==> config.mk <==
export PLATFORM = sky130hd
export DESIGN_NAME = program_loader
export DESIGN_NICKNAME = d
export VERILOG_FILES = /design/src/rtl/program_loader.sv
export SDC_FILE = /design/constraint.sdc
export NUM_CORES = 1
export LEC_CHECK = 0
export CAP_MARGIN = 20
export CORE_ASPECT_RATIO = 2
export CORE_MARGIN = 2
export CORE_UTILIZATION = 45
export CTS_CLUSTER_SIZE = 28
export DETAILED_ROUTE_END_ITERATION = 8
export GPL_TIMING_DRIVEN = 1
export HOLD_SLACK_MARGIN = 0.05
export PLACE_DENSITY_LB_ADDON = 0.2
export SLEW_MARGIN = 20
export SYNTH_ARGS = -nofsm -noshare
export SYNTH_HDL_FRONTEND = slang
export SYNTH_SLANG_ARGS = --single-unit
==> constraint.sdc <==
create_clock -name clk -period 3.88 [get_ports clk]
set_input_delay 0.582 -clock clk [delete_from_list [all_inputs] [get_ports clk]]
set_output_delay 0.582 -clock clk [all_outputs]
set_load 0.01 [all_outputs]
==> src/rtl/program_loader.sv <==
// Framed byte-stream loader that fills CPU instruction memory and holds the CPU in reset until a good frame.
// Optional trailing XOR checksum byte enabled by defining LOADER_CHECKSUM_EN.
`timescale 1ns/1ps
module program_loader #(
  parameter int          DEPTH     = 10,
  parameter int          ADDR_W    = 4,
  parameter logic [7:0]  SYNC_BYTE = 8'hA5
) (
  input  logic              clk,
  input  logic              reset_n,
  input  logic [7:0]        in_data,
  input  logic              in_valid,
  output logic              in_ready,
  output logic              we,
  output logic [ADDR_W-1:0] instr_addr,
  output logic [11:0]       instr_in,
  output logic              cpu_hold,
  output logic              done,
  output logic              err
);

  typedef enum logic [2:0] {
    S_IDLE,
    S_COUNT,
    S_OPC,
    S_OPR,
    S_WRITE,
    S_CHK,
    S_DONE,
    S_ERR
  } state_t;

  state_t            state, state_d;
  logic [ADDR_W-1:0] cnt;
  logic [ADDR_W-1:0] last;
  logic [3:0]        opc;
  logic              xfer;
  logic              is_sync;
  logic              bad_count;
`ifdef LOADER_CHECKSUM_EN
  logic [7:0]        csum;
`endif

  assign xfer      = in_valid & in_ready;
  assign is_sync   = (in_data == SYNC_BYTE);
  assign bad_count = (in_data == 8'd0) || (in_data > DEPTH[7:0]);

  // State register
  always_ff @(posedge clk or negedge reset_n) begin
    if (!reset_n) state <= S_IDLE;
    else          state <= state_d;
  end

  // Next state and state-decoded outputs
  always_comb begin
    state_d  = state;
    in_ready = 1'b1;
    we       = 1'b0;
    done     = 1'b0;
    err      = 1'b0;
    cpu_hold = 1'b1;
    unique case (state)
      S_IDLE: begin
        if (xfer && is_sync) state_d = S_COUNT;
      end
      S_COUNT: begin
        if (xfer) state_d = bad_count ? S_ERR : S_OPC;
      end
      S_OPC: begin
        if (xfer) state_d = S_OPR;
      end
      S_OPR: begin
        if (xfer) state_d = S_WRITE;
      end
      S_WRITE: begin
        in_ready = 1'b0;
        we       = 1'b1;
        if (cnt == last) begin
`ifdef LOADER_CHECKSUM_EN
          state_d = S_CHK;
`else
          state_d = S_DONE;
`endif
        end else begin
          state_d = S_OPC;
        end
      end
`ifdef LOADER_CHECKSUM_EN
      S_CHK: begin
        if (xfer) state_d = (in_data == csum) ? S_DONE : S_ERR;
      end
`endif
      S_DONE: begin
        done     = 1'b1;
        cpu_hold = 1'b0;
        if (xfer && is_sync) state_d = S_COUNT;
      end
      S_ERR: begin
        err = 1'b1;
        if (xfer && is_sync) state_d = S_COUNT;
      end
      default: state_d = S_IDLE;
    endcase
  end

  // Slot counter, field latches and the held write address/data
  always_ff @(posedge clk or negedge reset_n) begin
    if (!reset_n) begin
      cnt        <= '0;
      last       <= '0;
      opc        <= '0;
      instr_addr <= '0;
      instr_in   <= '0;
    end else if (state == S_WRITE) begin
      cnt <= cnt + 1'b1;
    end else if (xfer) begin
      unique case (state)
        S_IDLE, S_DONE, S_ERR: begin
          if (is_sync) cnt <= '0;
        end
        S_COUNT: last <= ADDR_W'(in_data - 8'd1);
        S_OPC:   opc  <= in_data[7:4];
        S_OPR: begin
          instr_addr <= cnt;
          instr_in   <= {opc, in_data};
        end
        default: ;
      endcase
    end
  end

`ifdef LOADER_CHECKSUM_EN
  // Running XOR of COUNT and every payload byte
  always_ff @(posedge clk or negedge reset_n) begin
    if (!reset_n) begin
      csum <= '0;
    end else if (xfer) begin
      unique case (state)
        S_COUNT:      csum <= in_data;
        S_OPC, S_OPR: csum <= csum ^ in_data;
        default: ;
      endcase
    end
  end
`endif

endmodule
# After elaboration in Yosys (flattened, before gate mapping)

Cells that the tools add are included.

Div/mod/pow operators: 0
Add/subtract/negate cells: 2
Reductions and logical operators: 13
Mux-type cells: 16
Equality and inequality tests: 12
$lt $le $gt $ge: 1
Bitwise logic cells: 2
Multiply operators: 0
Shift-type cells: 0

Operators with widths:

| operator            | count |
|---|---|
| $mux 3              | 6 |
| $mux 4              | 4 |
| $pmux 3 s5          | 1 |
| $reduce_and 3->1    | 4 |
| $eq 3x3->1 const B  | 3 |
| $eq 8x8->1 const B  | 1 |
| $gt 8x4->1 const B  | 1 |
| $logic_not 8->1     | 1 |
| $eq 3x2->1 const B  | 2 |
| $ne 2x2->1 const B  | 3 |
| $reduce_bool 2->1   | 3 |
| $mux 1              | 5 |
| $add 4x1->4 const B | 1 |
| $eq 4x4->1          | 1 |
| $reduce_and 4->1    | 1 |
| $sub 4x1->4 const B | 1 |
| $eq 3x1->1 const B  | 1 |
| $logic_not 3->1     | 1 |
| $reduce_or 3->1     | 1 |
| $ne 2x1->1 const B  | 1 |
| $and 1x1->1         | 1 |
| $logic_and 1x1->1   | 1 |
| $logic_or 1x1->1    | 1 |
| $not 1->1           | 1 |

Register bits after elaboration: 31
Memory bits (writable): 0
Output and inout bits: 21
ROM bits: 0
Memories kept: 0
Bits in latches: 0

# Longest topological paths before layout

Depth after elaboration: 6
Gate-level depth with buffers: 6
Gate-level depth less buffers: 6

# Least setup slack after synthesis

Ideal clock, no wire load.

Path type: register to output
Start: register state[1]
End: output port done
Arrival time: 1.187 ns
Cell stages (with the launch flop): 5
Buffers on the path: 1
Path slack: 2.111 ns
Cell sequence: dfrtp_1 buf_1 nand2_1 or2_2 inv_1

Cells in the longest elaborated chain, start to end: 2

Ends and longest elaborated chain:

| what                     | line | text |
|---|---|---|
| start: declaration       | 33   | `state_t state, state_d;` |
| start signal: assignment | 51   | `else state <= state_d;` |
| $eq 3x3->1               | 62   | `unique case (state)` |
| $mux 1                   | 62   |  |
| end: declaration         | 18   | `output logic done,` |

Every way passes these cells.

# Worst setup path after layout

Same ends and word-level chain as after synthesis.

==> impl_summary.txt <==
----------------------------------------------------
[Status]
  Result of the run ... finished clean

[STA]
  Worst slew margin ... 0.6978
  Count of endpoints failing hold in the final timing report ... 0
  RSZ-0062 raised after global routing ... false
  Portion of the clock cycle consumed by the worst path in the final layout ... 0.6429
  Setup Total Neg Slack ... 0 ns
  FMAX ... between 0.4 and 0.5 GHz
  Final count of negative-setup-slack endpoints ... 0
  Least-Margin Pin Slew ... 0.4533 ns
  Clk_skew ... 0.006172 ns
  Period minus WS final ... 2.494 ns
  Pins over their slew limit ... 0

[Clocking]
  Clock root buffer ... sky130_fd_sc_hd__clkbuf_8
  CTS tree ... done
  Clock buffers created by TritonCTS ... 5
  CTS Sinks ... 31
  Hold bufs inserted after CTS ... 0
  PostCTS Resize Cnt ... 0
  Number of H-tree levels ... 2
  Clock Path Buffers ... 2
  Later-pin clock latency in the skew report ... 0.28 ns
  Post-CTS setup buffer count ... 0
  Clock Pin Slew Worst Setup and Hold Paths ... approximately 0.070 ns

[Worst setup path]
  Maximum fanout along the worst path ... 13
  Reg-to-reg slack, setup ... 2.17 ns
  Crit Path Category ... flip-flop to output port
  Endpoint class of the critical path ... output port
  Crit path largest cell delay ... ~0.58 ns
  Launch point of the critical path ... state[1]
  Cell type of the slowest stage on the worst timing path ... sky130_fd_sc_hd__dfrtp_1
  Worst-path cell chain ... nand2_1 > or2_2 > inv_1 > clkdlybuf4s50_1
  Start of the worst register-to-register path ... state[0]
  Data arrival time of the critical path ... 1.91 ns
  Startpoint kind of the worst setup timing path ... flip-flop
  Required time worst endpoint ... approximately 3.3 ns

[Synthesis]
  Complex-gate fraction of the synthesized area ... 0.1038
  FF+latch count, synth ... 31
  Main combinational cell family by area after synthesis ... simple AND/OR/NAND/NOR gates
  Net count after synthesis ... 155
  Number of warnings issued by yosys ... 0
  EDFF count, synth ... 0
  Synthesized netlist cell count ... 140
  Post-Synth Adder-Cell Area ... 0.04528
  Portion of netlist area occupied by mux cells ... 0.1405
  Simple-gate portion of the synthesized area ... 0.1429
  Primary FF master, synth ... sky130_fd_sc_hd__dfrtp_1
  Portion of the post-synthesis area used by sequential elements ... 0.4840
  Fraction of registers with async set/reset ... 1.000
  Post-Synthesis Mean Instance Area ... 11.45 um2
  Number of distinct library cell variants in the gate-level netlist after synthesis ... 37
  Netlist area before placement ... 0.001603 mm2
  Xor-xnor portion of the synthesized cell area ... 0.04372

[Placement]
  Number of I/O port buffers ... 31
  Detailed placement HPWL ... approximately 2.5 mm
  Placer's final routability congestion estimate ... around 0.83

[Die]
  Die Y ... a little under 90 um
  Core ar. ... 0.003416 mm2
  Row Count ... 30
  Number of top-level pins ... 32
  Die W ... approximately 46 um
  Initial Utilization ... 0.4692
  Full die area ... 0.004084 mm2

[Finish]
  Seq. cell area ... 775.7 um2
  Area taken by multi-input logic gates ... about 760 um2
  Number of antenna diodes ... 0
  Post-layout nets ... 189
  Area growth syn-to-layout ... 28.81%
  Fraction of final layout cells sized beyond drive strength 1 ... 0.1886
  Fill cell total of the finished layout ... about 280

[Pwr]
  Overall power ... 1664 uW
  Lkg Pwr ... 0.0009328 uW
  Portion of total power attributed to sequential cells ... 0.385
  Internal power of the cells ... 1114 uW
  Net switching power ... between 500 and 600 uW
  Switching part of the total ... 0.3303
  Maximum vdd ir drop ... 0.0004901 V
  Clock share of power ... 0.196
  Power density of the placed cells ... 805.9 mW/mm2
  Gate power share ... 0.419

[Global route]
  Number of antenna violations at the first check in global routing ... 0
  Met2 demand-to-capacity share in global routing ... 0.3396
  Final global-route overflow total ... 0
  Highest-utilization routing layer at the global route stage ... met2
  Global routing usage summed across all routing layers ... 0.1944
  Met1 layer usage reported by global route ... 0.1966
  Global-route wire length before repair ... roughly 5.6 mm
  Largest net degree at the start of global routing ... 32
  GR Layer Usage met3 ... 0.05102
  Number of global-route vias before repair ... 1280

[Detailed routing]
  Antenna viol nets, final ... 0
  Remaining design rule violation count ... 0
  Number of iterations in the first detailed-routing pass ... 4
  Routed wirelength normalized by instance count ... 14.94 um
  Iter 0 DRT Violations ... 36
  DR vias ... between 1000 and 1500
  Vias per inst ... 5.363
  Routed WL ... 3.332 mm

[Run]
  Max-Cap Viols ... 0

[Min path]
  Hold path startpoint ... instr_in[0]
  Path category of the worst min-delay check ... flip-flop to flip-flop

----------------------------------------------------
==> per-stage QoR <==
stage	setup WS, ns	cells	util	hold WS, ns	cell area (um2)
detailed placement	1.615	215	0.5700	0.4745	1947
floorplan	2.111	140	-	0.2864	1603
global placement	1.660	215	0.5700	0.4695	1947
global route	1.272	223	0.6044	0.5264	2064
finish	1.386	223	0.6044	0.4843	2064
CTS	1.377	223	0.6044	0.4883	2064
==> per-layer routing <==
metal / routed length (um) / vias up
li1: - / 555
met1: 1224 / 594
met2: 1861 / 37
met3: 133 / 10
met4: 112 / 0
met5: 0 / -
==> state kept, by name, indices dropped and copies added (netlist names) <==
signal	flops
instr_addr	4
state	3
cnt	4
last	4
instr_in	12
opc	4
==> area by class of cell <==
cell class / count / area share
flip-flops and latches: 31 / 0.3758
multi-input cells: 96 / 0.3697
repair buffers: 32 / 0.1539
clock buffers: 6 / 0.04000
well taps: 48 / 0.02909
clock inverters: 2 / 0.01697
inverters: 8 / 0.01455
==> logic make-up (layout without fill, tap and decap cells) <==
| group | after synthesis | in the layout |
|---|---|---|
| AND/OR/NAND/NOR | 41 | 41 |
| flip-flops | 31 | 31 |
| AO/OA/AOI/OAI | 25 | 25 |
| multiplexers | 16 | 16 |
| buffers and inverters | 13 | 48 |
| XOR/XNOR | 8 | 8 |
| adder cells (fa/ha/maj) | 6 | 6 |
==> path summary, 6_finish.rpt <==
check,end,depth (start not counted)
setup / recovery,done,4
hold reg to reg,instr_in[0],2
hold / removal,instr_in[0],2
setup reg to reg,instr_addr[3],3
max in group asynchronous,last[0],2
min in group asynchronous,instr_in[4],2
==> cells in the mapped netlist (2+ instances only) <==
master | n | area (um2)
sky130_fd_sc_hd__dfrtp_1 | 31 | 775.7
sky130_fd_sc_hd__mux2_4 | 12 | 180.2
sky130_fd_sc_hd__nand2_1 | 10 | 37.54
sky130_fd_sc_hd__inv_1 | 8 | 30.03
sky130_fd_sc_hd__nor2_1 | 7 | 26.28
sky130_fd_sc_hd__o21ai_0 | 7 | 35.03
sky130_fd_sc_hd__a21oi_1 | 5 | 25.02
sky130_fd_sc_hd__ha_1 | 4 | 50.05
sky130_fd_sc_hd__mux2_2 | 4 | 45.04
sky130_fd_sc_hd__nor2b_1 | 4 | 25.02
sky130_fd_sc_hd__nor3_1 | 4 | 20.02
sky130_fd_sc_hd__xnor2_1 | 4 | 35.03
sky130_fd_sc_hd__xor2_1 | 4 | 35.03
sky130_fd_sc_hd__a21o_1 | 3 | 22.52
sky130_fd_sc_hd__nand2b_1 | 3 | 18.77
sky130_fd_sc_hd__nand3_1 | 3 | 15.01
sky130_fd_sc_hd__a2bb2oi_1 | 2 | 17.52
sky130_fd_sc_hd__buf_6 | 2 | 22.52
sky130_fd_sc_hd__clkbuf_1 | 2 | 7.510
sky130_fd_sc_hd__maj3_2 | 2 | 22.52
sky130_fd_sc_hd__nor4_1 | 2 | 12.51
sky130_fd_sc_hd__o221ai_1 | 2 | 17.52
==> placed cells by master, fill, tap and decap left out, drive strengths merged, types with 3 or more instances in the layout <==
| master | netlist | routed |
|---|---|---|
| a21o | 3 | 3 |
| a21oi | 5 | 5 |
| clkbuf | 2 | 6 |
| clkdlybuf4s50 | 0 | 31 |
| dfrtp | 31 | 31 |
| ha | 4 | 4 |
| inv | 8 | 8 |
| mux2 | 16 | 16 |
| nand2 | 10 | 10 |
| nand2b | 3 | 3 |
| nand3 | 3 | 3 |
| nor2 | 7 | 7 |
| nor2b | 4 | 4 |
| nor3 | 4 | 4 |
| o21ai | 8 | 8 |
| xnor2 | 4 | 4 |
| xor2 | 4 | 4 |
==> critical path: cells and delay by family, from the launching register on <==
kind / cells / cell delay, ns
flip-flops: 1 / 0.58
buffers and inverters: 2 / 0.57
AND/OR/NAND/NOR: 2 / 0.47
==> power by group through the flow <==
stage | logic [uW] | clock network, uW | registers (uW)
after detailed placement | 705 | 0 | 645
after global routing | 765 | 352 | 665
after global placement | 687 | 0 | 635
after floorplan | 430 | 0 | 623
after CTS | 708 | 336 | 640
final | 698 | 326 | 640
Note: power is estimated with default switching activity, not from simulation.
